File: src/rtl/bist_pattern_sequencer.sv
// BIST sweep controller: resets a small benchmark, applies every input vector in
// ascending order, samples its single output and compacts the responses into a MISR.
module bist_pattern_sequencer #(
  parameter int N_IN   = 3,
  parameter int SETTLE = 1,
  parameter int SIG_W  = 16
) (
  input  logic             CK,
  input  logic             reset,
  input  logic             start,
  input  logic             abort,
  input  logic [SIG_W-1:0] golden,
  input  logic             dut_out,
  output logic [N_IN-1:0]  dut_in,
  output logic             dut_reset,
  output logic             busy,
  output logic             sample_valid,
  output logic [N_IN-1:0]  sample_vec,
  output logic             sample_bit,
  output logic [SIG_W-1:0] signature,
  output logic             done,
  output logic             pass
);

  localparam int             HOLD_CYC = (SETTLE < 1) ? 1 : SETTLE;
  localparam logic [3:0]     HOLD_END = 4'(HOLD_CYC - 1);
  localparam logic [N_IN:0]  LAST_VEC = {1'b0, {N_IN{1'b1}}};

  typedef enum logic [2:0] {IDLE, DRST, HOLD, SAMPLE, DONE} state_t;

  state_t        state, state_n;
  logic [N_IN:0] vec;
  logic [3:0]    cnt;
  logic          fb;
  logic          active;

  assign active = (state == DRST) || (state == HOLD) || (state == SAMPLE);
  assign busy   = active;
  assign done   = (state == DONE);
  assign fb     = signature[SIG_W-1] ^ signature[SIG_W-3] ^ signature[SIG_W-4] ^
                  signature[SIG_W-6] ^ dut_out;

  always_comb begin
    state_n = state;
    case (state)
      IDLE, DONE: if (start) state_n = abort ? IDLE : DRST;
      DRST:       state_n = HOLD;
      HOLD:       if (cnt == HOLD_END) state_n = SAMPLE;
      SAMPLE:     state_n = (vec == LAST_VEC) ? DONE : HOLD;
      default:    state_n = IDLE;
    endcase
    if (abort && active) state_n = IDLE;
  end

  always_ff @(posedge CK or posedge reset) begin
    if (reset) begin
      state        <= IDLE;
      vec          <= '0;
      cnt          <= '0;
      dut_in       <= '0;
      dut_reset    <= 1'b0;
      sample_valid <= 1'b0;
      sample_vec   <= '0;
      sample_bit   <= 1'b0;
      signature    <= '0;
      pass         <= 1'b0;
    end else begin
      state        <= state_n;
      dut_reset    <= (state_n == DRST);
      sample_valid <= 1'b0;
      case (state)
        HOLD: begin
          // The strobe is raised on entry to SAMPLE so the signature seen with it
          // already includes this vector's response.
          if (state_n == SAMPLE) begin
            sample_valid <= 1'b1;
            sample_vec   <= vec[N_IN-1:0];
            sample_bit   <= dut_out;
            signature    <= {signature[SIG_W-2:0], fb};
            cnt          <= '0;
          end else begin
            cnt <= cnt + 4'd1;
          end
        end
        SAMPLE: begin
          if (state_n == HOLD) begin
            vec    <= vec + 1'b1;
            dut_in <= vec[N_IN-1:0] + 1'b1;
          end else if (state_n == DONE) begin
            pass <= (signature == golden);
          end
        end
        default: ;
      endcase
      if (state_n == DRST) begin
        signature <= '0;
        pass      <= 1'b0;
        vec       <= '0;
        cnt       <= '0;
        dut_in    <= '0;
      end
      if (state_n == IDLE && state != IDLE) begin
        dut_in <= '0;
        pass   <= 1'b0;
      end
    end
  end

endmodule

File: config.mk
export PLATFORM = sky130hd
export DESIGN_NAME = bist_pattern_sequencer
export DESIGN_NICKNAME = d
export VERILOG_FILES = /design/src/rtl/bist_pattern_sequencer.sv
export SDC_FILE = /design/constraint.sdc
export NUM_CORES = 1
export LEC_CHECK = 0
export BUFFER_PORTS_ARGS = -buffer_cell sky130_fd_sc_hd__buf_2
export CAP_MARGIN = 20
export CORE_ASPECT_RATIO = 0.75
export CORE_MARGIN = 2
export CORE_UTILIZATION = 52
export DETAILED_ROUTE_END_ITERATION = 6
export MAX_ROUTING_LAYER = met4
export PLACE_DENSITY = 0.79
export SLEW_MARGIN = 10
export SYNTH_ARGS = -nofsm -noshare
export SYNTH_HDL_FRONTEND = slang
export SYNTH_SLANG_ARGS = --single-unit
File: constraint.sdc
create_clock -name CK -period 2.13 [get_ports CK]
set_input_delay 0.213 -clock CK [delete_from_list [all_inputs] [get_ports CK]]
set_output_delay 0.213 -clock CK [all_outputs]
set_load 0.03 [all_outputs]
==> impl_metrics.ini, run 1 <==
[timing]
worst-slew-pin-transition_ps = 1190
fin_tns_setup_ps = 0
worst_slew_margin_relative_to_its_limit_pct = 20.4
final_hold_vios = 0
fin_crit_sh_pct = 93.6
maxSlewViolCount = 0
hold_ws_ps = 8.88
setup_viol = 0
finalWorstPathRequiredPeriod_ps = 1990
rsz0062_at_grt = no
clock_skew_ps = 4.61
max_clock_freq_mhz = 502

[final_layout]
fillers = 269
register_area_um2 = 926
share_of_final_layout_standard_cells_stronger_than_drive_strength_1_pct = 35.6
nNetsFinal = 259
most-common-layout-cells = 48 x buf_2, 37 x nand2_1, 37 x dfrtp_1
diodes = 0
combined_area_of_the_multi_input_logic_cells_um2 = 881
layout.cell_area.non_filler_um2 = 2240
syn_to_final_growth_pct = 19.0
mostFrequentLayoutCell = buf_2

[yosys]
post_synth_instance_area_um2 = 1880
synth.avg_cell_area_um2 = 10.3
synth.distinct_cells = 35
yosys-mux-area-fraction_pct = 2.93
post_synth_xor_area_fraction_pct = 11.2
netlist_instances = 182
synth_simple_gate_area_share_pct = 17.1
synth_adder_area_share_pct = 2.00
synth_seq_cells = 37
synth_top_family_by_area = simple AND/OR/NAND/NOR gates
ys.warnings.count = 0
compound_gate_fraction_of_synth_area_pct = 13.0
postSynthNetCount = 206
yosysSeqAreaShare_pct = 49.3

[route]
drt_drc_violations_left = 0
wl_per_cell_um = 14.4
final_antenna_net_count = 0
drt-vias-per-instance = 5.25
drt_first_iter_violations = 71
drtPass1Iterations = 4
totalWireLength_um = 3970
via_count = 1448

[floorplan]
fp.dieW_um = 73.4
core_region_area_um2 = 3380
initial_core_util_pct = 55.6
die_y_um = 56.1
ios = 49
die_area_um2 = 4120
fp-row-count = 18

[grt]
grt_pass1_vias = 1322
overflow = 0
first_pass_grt_wire_length_um = 6320
grt.total_usage_pct = 21.0
grt_antenna_before_repair = 0
grt_max_degree = 38

[worst_setup_path]
regToRegSetupSlack_ps = 140
rr_worst_depth = 5
arrival_ps = 2220
path_max_fanout = 16
worstSetupStartpointType = flop
cp_data_required_time_ps = 2350
critical_r2r_launch = state[0]
crit-reg2reg-capture = signature[12]
setup.worst_path.start = state[0]
setup.worst_path.end = signature[12]
endpoint_kind = flop
timing.setup.critical_path_class = reg2reg

[place]
post-dp-hpwl_um = 2770
area_post_placement_um2 = 2140
gpl.final_weighted_congestion = 0.802
buffer_ports.inserted = 48

[clocking]
clock_sinks = 37
ctsLongestPathBuffers = 2
cts-buffers-inserted = 5
ctsRootBufferMaster = clkbuf_8
h-tree-depth = 2
path_clk_slew_ps = 80
latest_clock_arrival_within_the_worst_skew_pair_ps = 300
tritoncts_clock_tree = done

[power_and_ir_drop]
leakage_uw = 0.00112
powerDensity_nw_per_um2 = 1060
power.ir.vdd_worst_uv = 567

[hold_path]
hp-class = in2async

[flow_run]
timing.max_cap.violations = 0

[run_status]
status = complete, no violations
[per-layer routing]
layer	up-vias	GRT usage (%)	routed length (um)
met1	674	30.6	2080
met5	-	-	0
met4	0	9.35	74
met3	8	4.53	175
li1	727	-	-
met2	39	27.9	1640
[worst min-delay path by stage]
stage | startpoint | end | cells after the start
global placement | reset | sample_bit | 3
floorplan | abort | state[1] | 1
detailed placement | reset | sample_vec[2] | 3
finish | reset | sample_vec[2] | 3
CTS | reset | sample_vec[2] | 3
global route | reset | sample_vec[2] | 3
[area by class of cell]
cell class | count | share of cell area, %
inverter | 7 | 1.40
multi-input combinational | 133 | 39.4
clock inverter | 3 | 0.783
tap | 40 | 2.24
timing repair buffer | 51 | 11.7
clock buffer | 5 | 3.08
sequential | 37 | 41.4
[cells in the mapped netlist, drive strengths merged]
cell type	n	area (um2)
inv	7	31.3
nand2	37	139
nand3	3	15.0
dfrtp	37	926
nor4	2	12.5
mux2i	1	10.0
o31ai	1	7.51
xor2	5	43.8
nor2	15	58.8
a21oi	3	15.0
nand3b	1	7.51
a31oi	1	21.3
nor3	1	5.00
a22o	1	8.76
a22oi	1	7.51
and4	1	8.76
nand2b	1	6.26
ha	3	37.5
nor4b	1	15.0
buf	5	50.0
xnor2	19	166
or4b	1	10.0
a21o	1	7.51
o21a	1	7.51
nand4	7	43.8
o21ai	21	169
clkbuf	1	3.75
mux2	4	45.0
[through the flow]
step	setup slack, ps	cells	utilization (%)	total power (uW)
after floorplan	495	182	-	1660
after global placement	136	267	63.3	1850
after detailed placement	51.9	267	63.3	1880
after CTS	29.9	275	65.9	2360
after global routing	17.2	276	66.2	2520
final	137	276	66.2	2370
[worst max-delay path: stages, from the launching register on]
cell     delay, ps
dfrtp_1        450
or4b_1         250
inv_6           70
a31oi_2        910
nand2_1        150
o21ai_2         90
[power by group]
group          leakage [uW]  switching, uW  internal [uW]  total [uW]
clock network     0.0000439            265            226         491
logic              0.000572            558            311         869
registers          0.000505            167            845        1010
[cell families (layout without fill, tap and decap cells)]
group	Yosys count	in the layout
adder cells (fa/ha/maj)	3	3
buffers and inverters	13	66
AO/OA/AOI/OAI	30	31
XOR/XNOR	24	24
flip-flops	37	37
AND/OR/NAND/NOR	70	70
multiplexers	5	5
[registers in the layout (all words and copies together) (netlist names), 3 cells and up]
register,cells
cnt,4
dut_in,3
vec,4
sample_vec,3
state,3
signature,16
[repair_timing]
| item | CTS | global route |
|---|---|---|
| hold buffers | 0 | 0 |
| buffers inserted | 0 | 0 |
| gates resized for setup | 0 | 0 |
| setup endpoints to repair | 0 | 3 |
(Power assumes the default switching activity.)
==> run 2, diff against run 1 <==
- CORE_UTILIZATION: 52 -> 45
- PLACE_DENSITY: 0.79 -> 0.7
- RECOVER_POWER: unset -> 25
==> run 2 against run 1 <==
Compared with the run above: sequential cell count unchanged; non-clock buffer count unchanged; clock power about the same; first-iteration DRC count up 11%; power up 0.86%.
==> impl_metrics.ini, run 2 (synthesis gave the netlist of run 1 again) <==
[floorplan]
fp-row-count = 20
core_region_area_um2 = 4030
initial_core_util_pct = 46.6
die_area_um2 = 4710
ios = 49
die_y_um = 60.0
fp.dieW_um = 78.6

[route]
totalWireLength_um = 3970
drt_first_iter_violations = 79
final_antenna_net_count = 0
via_count = 1456
wl_per_cell_um = 13.7
drt-vias-per-instance = 5.02
drt_drc_violations_left = 0
drtPass1Iterations = 4

[timing]
worst_slew_margin_relative_to_its_limit_pct = 40.8
finalWorstPathRequiredPeriod_ps = 1960
setup_viol = 0
maxSlewViolCount = 0
clock_skew_ps = 11.9
fin_tns_setup_ps = 0
worst-slew-pin-transition_ps = 888
rsz0062_at_grt = no
fin_crit_sh_pct = 91.9
max_clock_freq_mhz = 511
finalWorstSetupSlack_ps = 173
final_hold_vios = 0

[final_layout]
combined_area_of_the_multi_input_logic_cells_um2 = 890
most-common-layout-cells = 48 x buf_2, 37 x nand2_1, 37 x dfrtp_1
diodes = 0
mostFrequentLayoutCell = buf_2
share_of_final_layout_standard_cells_stronger_than_drive_strength_1_pct = 35.3
syn_to_final_growth_pct = 20.6
nNetsFinal = 259
reg.largest.list = signature x16, cnt x4, vec x4
layout.cell_area.non_filler_um2 = 2270
fillers = 369
register_area_um2 = 926
largest_register_ff_count = 16
final-instance-count-excl-fill = 290
max_flop_register = signature

[worst_setup_path]
sequence_of_cells_on_the_critical_path = nor4b_2 > a31oi_4 > inv_2 > o21ai_1 > o21a_1
timing.setup.critical_path_class = reg2reg
critPathMaxStageDelay_ps = 640
crit_family = simple AND/OR/NAND/NOR gates
cp_data_required_time_ps = 2300
endpoint_kind = flop
worstPathBufferInverterCount = 1
arrival_ps = 2130
worstSetupStartpointType = flop
slowest_cp_cell = nor4b_2
path_max_fanout = 17

[place]
post_placement_worst_setup_slack_ps = 35.4
gpl.final_weighted_congestion = 0.838
place_inst = 282
area_post_placement_um2 = 2160
post-dp-hpwl_um = 2830
buffer_ports.inserted = 48

[clocking]
path_clk_slew_ps = 60
clock_sinks = 37
tritoncts_clock_tree = done
ctsRootBufferMaster = clkbuf_8
latest_clock_arrival_within_the_worst_skew_pair_ps = 290
ctsLongestPathBuffers = 2
cts-buffers-inserted = 5
postCtsHoldBufs = 0
h-tree-depth = 2

[power_and_ir_drop]
power.total_uw = 2390
power.ir.vdd_worst_uv = 591
leakage_uw = 0.00112
powerDensity_nw_per_um2 = 1060

[grt]
first_pass_grt_wire_length_um = 6570
grt_max_degree = 38
grt.total_usage_pct = 19.2
overflow = 0
grt_antenna_before_repair = 0
grt_pass1_vias = 1333

[flow_run]
timing.max_cap.violations = 0

[hold_path]
hp-class = in2reg

[run_status]
status = complete, no violations
[run 2: changes by cell type in the layout (fill, tap and decap cells not counted), sizes merged]
cell | previous run | this run
clkinv | 2 | 0
buf | 51 | 50
clkbuf | 5 | 7
[run 2: what timing repair did]
item / 4_1_cts / 5_1_grt
buffers inserted: 0 / 0
endpoints found under the setup margin: 0 / 4
resized for setup: 0 / 1
[run 2: path summary, 6_finish.rpt]
path                       cells after the start       endpoint           from  slack, ps
setup / recovery                               5         cnt[0]       state[0]        170
hold / removal                                 2       state[1]          abort        150
setup reg to reg                               5         cnt[0]       state[0]        170
hold reg to reg                                1  sample_vec[1]  sample_vec[1]        500
max in group asynchronous                      3         cnt[1]          reset       1390
min in group asynchronous                      3   signature[1]          reset        180
[run 2: cell type report]
cell class / instances / share of cell area, %
clock buffers: 6 / 3.64
multi-input cells: 133 / 39.3
well taps: 55 / 3.04
clock inverters: 1 / 0.331
repair buffers: 51 / 11.5
inverters: 7 / 1.38
flip-flops and latches: 37 / 40.9
[run 2: through the flow]
stage	util, %	hold slack [ps]
2_1_floorplan	-	286
3_3_place_gp	53.5	343
3_5_place_dp	53.5	344
4_1_cts	55.8	33.5
5_1_grt	56.2	148
6_report	56.2	153
[run 2: where the power goes]
part           total [uW]  switching, uW  internal, uW
clock                 492            237           256
combinational         894            580           313
sequential           1010            161           845
total                2390            978          1410
[run 2: metal layers]
layer | vias to the layer above | GRT usage, % | part of all wire [%]
li1 | 721 | - | -
met1 | 688 | 28.6 | 51
met2 | 44 | 25.3 | 43
met3 | 3 | 4.23 | 5.2
met4 | 0 | 7.52 | 0.76
met5 | - | - | 0
==> run 3, diff against run 2 <==
- CELL_PAD_IN_SITES_DETAIL_PLACEMENT: unset -> 1
- CELL_PAD_IN_SITES_GLOBAL_PLACEMENT: unset -> 2
- CORE_UTILIZATION: 45 -> 32
- CTS_BUF_LIST: unset -> sky130_fd_sc_hd__clkbuf_16
- PLACE_DENSITY: 0.7 -> unset
- PLACE_DENSITY_LB_ADDON: unset -> 0.1
==> run 3 against run 2 <==
Compared with the run above: design area increased by 6.2%; combinational power rose by 0.7%; clock-buffer cell count shrank 1; critical endpoint is now cnt[3]; final cell count increased by 8.6%.
==> impl_metrics.ini, run 3 (synthesis gave the netlist of run 1 again) <==
[run_status]
status = complete, no violations

[timing]
finalWorstSetupSlack_ps = 134
fin_tns_setup_ps = 0
fin_crit_sh_pct = 93.7
final_hold_vios = 0
setup_viol = 0
maxSlewViolCount = 0
rsz0062_at_grt = no
worst-slew-pin-transition_ps = 931
hold_ws_ps = 150
finalWorstPathRequiredPeriod_ps = 2000
max_clock_freq_mhz = 501
clock_skew_ps = 4.57
worst_slew_margin_relative_to_its_limit_pct = 38.0

[final_layout]
reg.largest.list = signature x16, cnt x4, vec x4
layout.core_utilization_pct = 42.0
most-common-layout-cells = 48 x buf_2, 37 x nand2_1, 37 x dfrtp_1
layout.cell_area.non_filler_um2 = 2410
mostFrequentLayoutCell = buf_2
max_flop_register = signature
fillers = 673
diodes = 0
share_of_final_layout_standard_cells_stronger_than_drive_strength_1_pct = 35.9
largest_register_ff_count = 16
nNetsFinal = 260
syn_to_final_growth_pct = 28.0

[hold_path]
hold_path_depth = 2
hp-class = in2reg

[route]
drt-vias-per-instance = 4.70
drtPass1Iterations = 4
final_antenna_net_count = 0
totalWireLength_um = 4890
drt_drc_violations_left = 0
drt_first_iter_violations = 52
wl_per_cell_um = 15.5
via_count = 1479

[power_and_ir_drop]
leakage_uw = 0.00118
powerDensity_nw_per_um2 = 1200
power.ir.vdd_worst_uv = 521

[grt]
first_pass_grt_wire_length_um = 8050
overflow = 0
grt.total_usage_pct = 16.3
grt_pass1_vias = 1500
grt_antenna_before_repair = 0
grt_max_degree = 38

[clocking]
postCtsHoldBufs = 0
post_cts_resize_count = 0
latest_clock_arrival_within_the_worst_skew_pair_ps = 280
ctsLongestPathBuffers = 2
ctsRootBufferMaster = clkbuf_16
path_clk_slew_ps = 60
cts-buffers-inserted = 5
h-tree-depth = 2
clock_sinks = 37
tritoncts_clock_tree = done
post-cts-setup-buffers = 0

[floorplan]
initial_core_util_pct = 32.8
ios = 49
fp.dieW_um = 92.5
core_region_area_um2 = 5740
die_y_um = 70.4
die_area_um2 = 6510
fp-row-count = 24

[worst_setup_path]
sequence_of_cells_on_the_critical_path = or4b_1 > buf_4 > o21ai_4 > nand4_1 > xor2_1 > nor2_2
cp_data_required_time_ps = 2290
slowest_cp_cell = or4b_1
timing.setup.critical_path_class = reg2reg
arrival_ps = 2160
setup.worst_path.start = state[0]
crit-reg2reg-capture = cnt[3]
endpoint_kind = flop
critical_r2r_launch = state[0]
regToRegSetupSlack_ps = 130
critPathMaxStageDelay_ps = 650
setup.worst_path.end = cnt[3]
path_max_fanout = 17
rr_worst_depth = 6
worstSetupStartpointType = flop

[place]
area_post_placement_um2 = 2190
gpl.final_weighted_congestion = 0.782
post-dp-hpwl_um = 3500
post_placement_worst_setup_slack_ps = -87.4
buffer_ports.inserted = 48

[flow_run]
timing.max_cap.violations = 0
-- run 3: cell count changes in the layout (fill, tap and decap cells not counted), sizes merged --
cell	delta
clkbuf	-1
clkinvlp	-1
bufinv	+2
buf	+1
inv	+1
-- run 3: worst max-delay path: cells and delay by family (launching register included) --
family	cells	cell delay (ps)
AOI/OAI and AO/OA	1	100
xor gates and xnor gates	1	210
buffers and inverters	1	270
DFF	1	440
and+or+nand+nor	3	860
-- run 3: per-layer routing --
metal	global-route usage [%]	up-vias	wire length, um
met5	-	-	0
met4	2.49	0	25
met3	3.88	4	154
met2	25.5	27	2270
met1	22.2	726	2440
li1	-	722	-
-- run 3: how the worst min path moves through the flow --
stage          startpoint            end  slack, ps
2_1_floorplan       abort       state[1]        290
3_3_place_gp        reset     sample_bit        350
3_5_place_dp        reset  sample_vec[0]        360
4_1_cts             reset  sample_vec[0]         70
5_1_grt             abort       state[1]        160
6_report            abort       state[1]        150
-- run 3: report_power, final --
group          internal, uW  switching (uW)  total, uW
Clock                   675             286        961
Combinational           314             585        900
Sequential              846             178       1020
-- run 3: area by class of cell --
type | instances | area (um2) | area share, %
Sequential cell | 37 | 926 | 38.5
Multi-Input combinational cell | 133 | 890 | 37.0
Timing Repair Buffer | 52 | 268 | 11.1
Clock buffer | 5 | 125 | 5.20
Tap cell | 78 | 97.6 | 4.06
Clock inverter | 3 | 68.8 | 2.86
Inverter | 7 | 31.3 | 1.30
-- run 3: metrics by stage --
stage / cells / power (uW)
3_5_place_dp: 306 / 1910
6_report: 315 / 2880
5_1_grt: 315 / 3060
2_1_floorplan: 182 / 1660
3_3_place_gp: 306 / 1880
4_1_cts: 315 / 2910
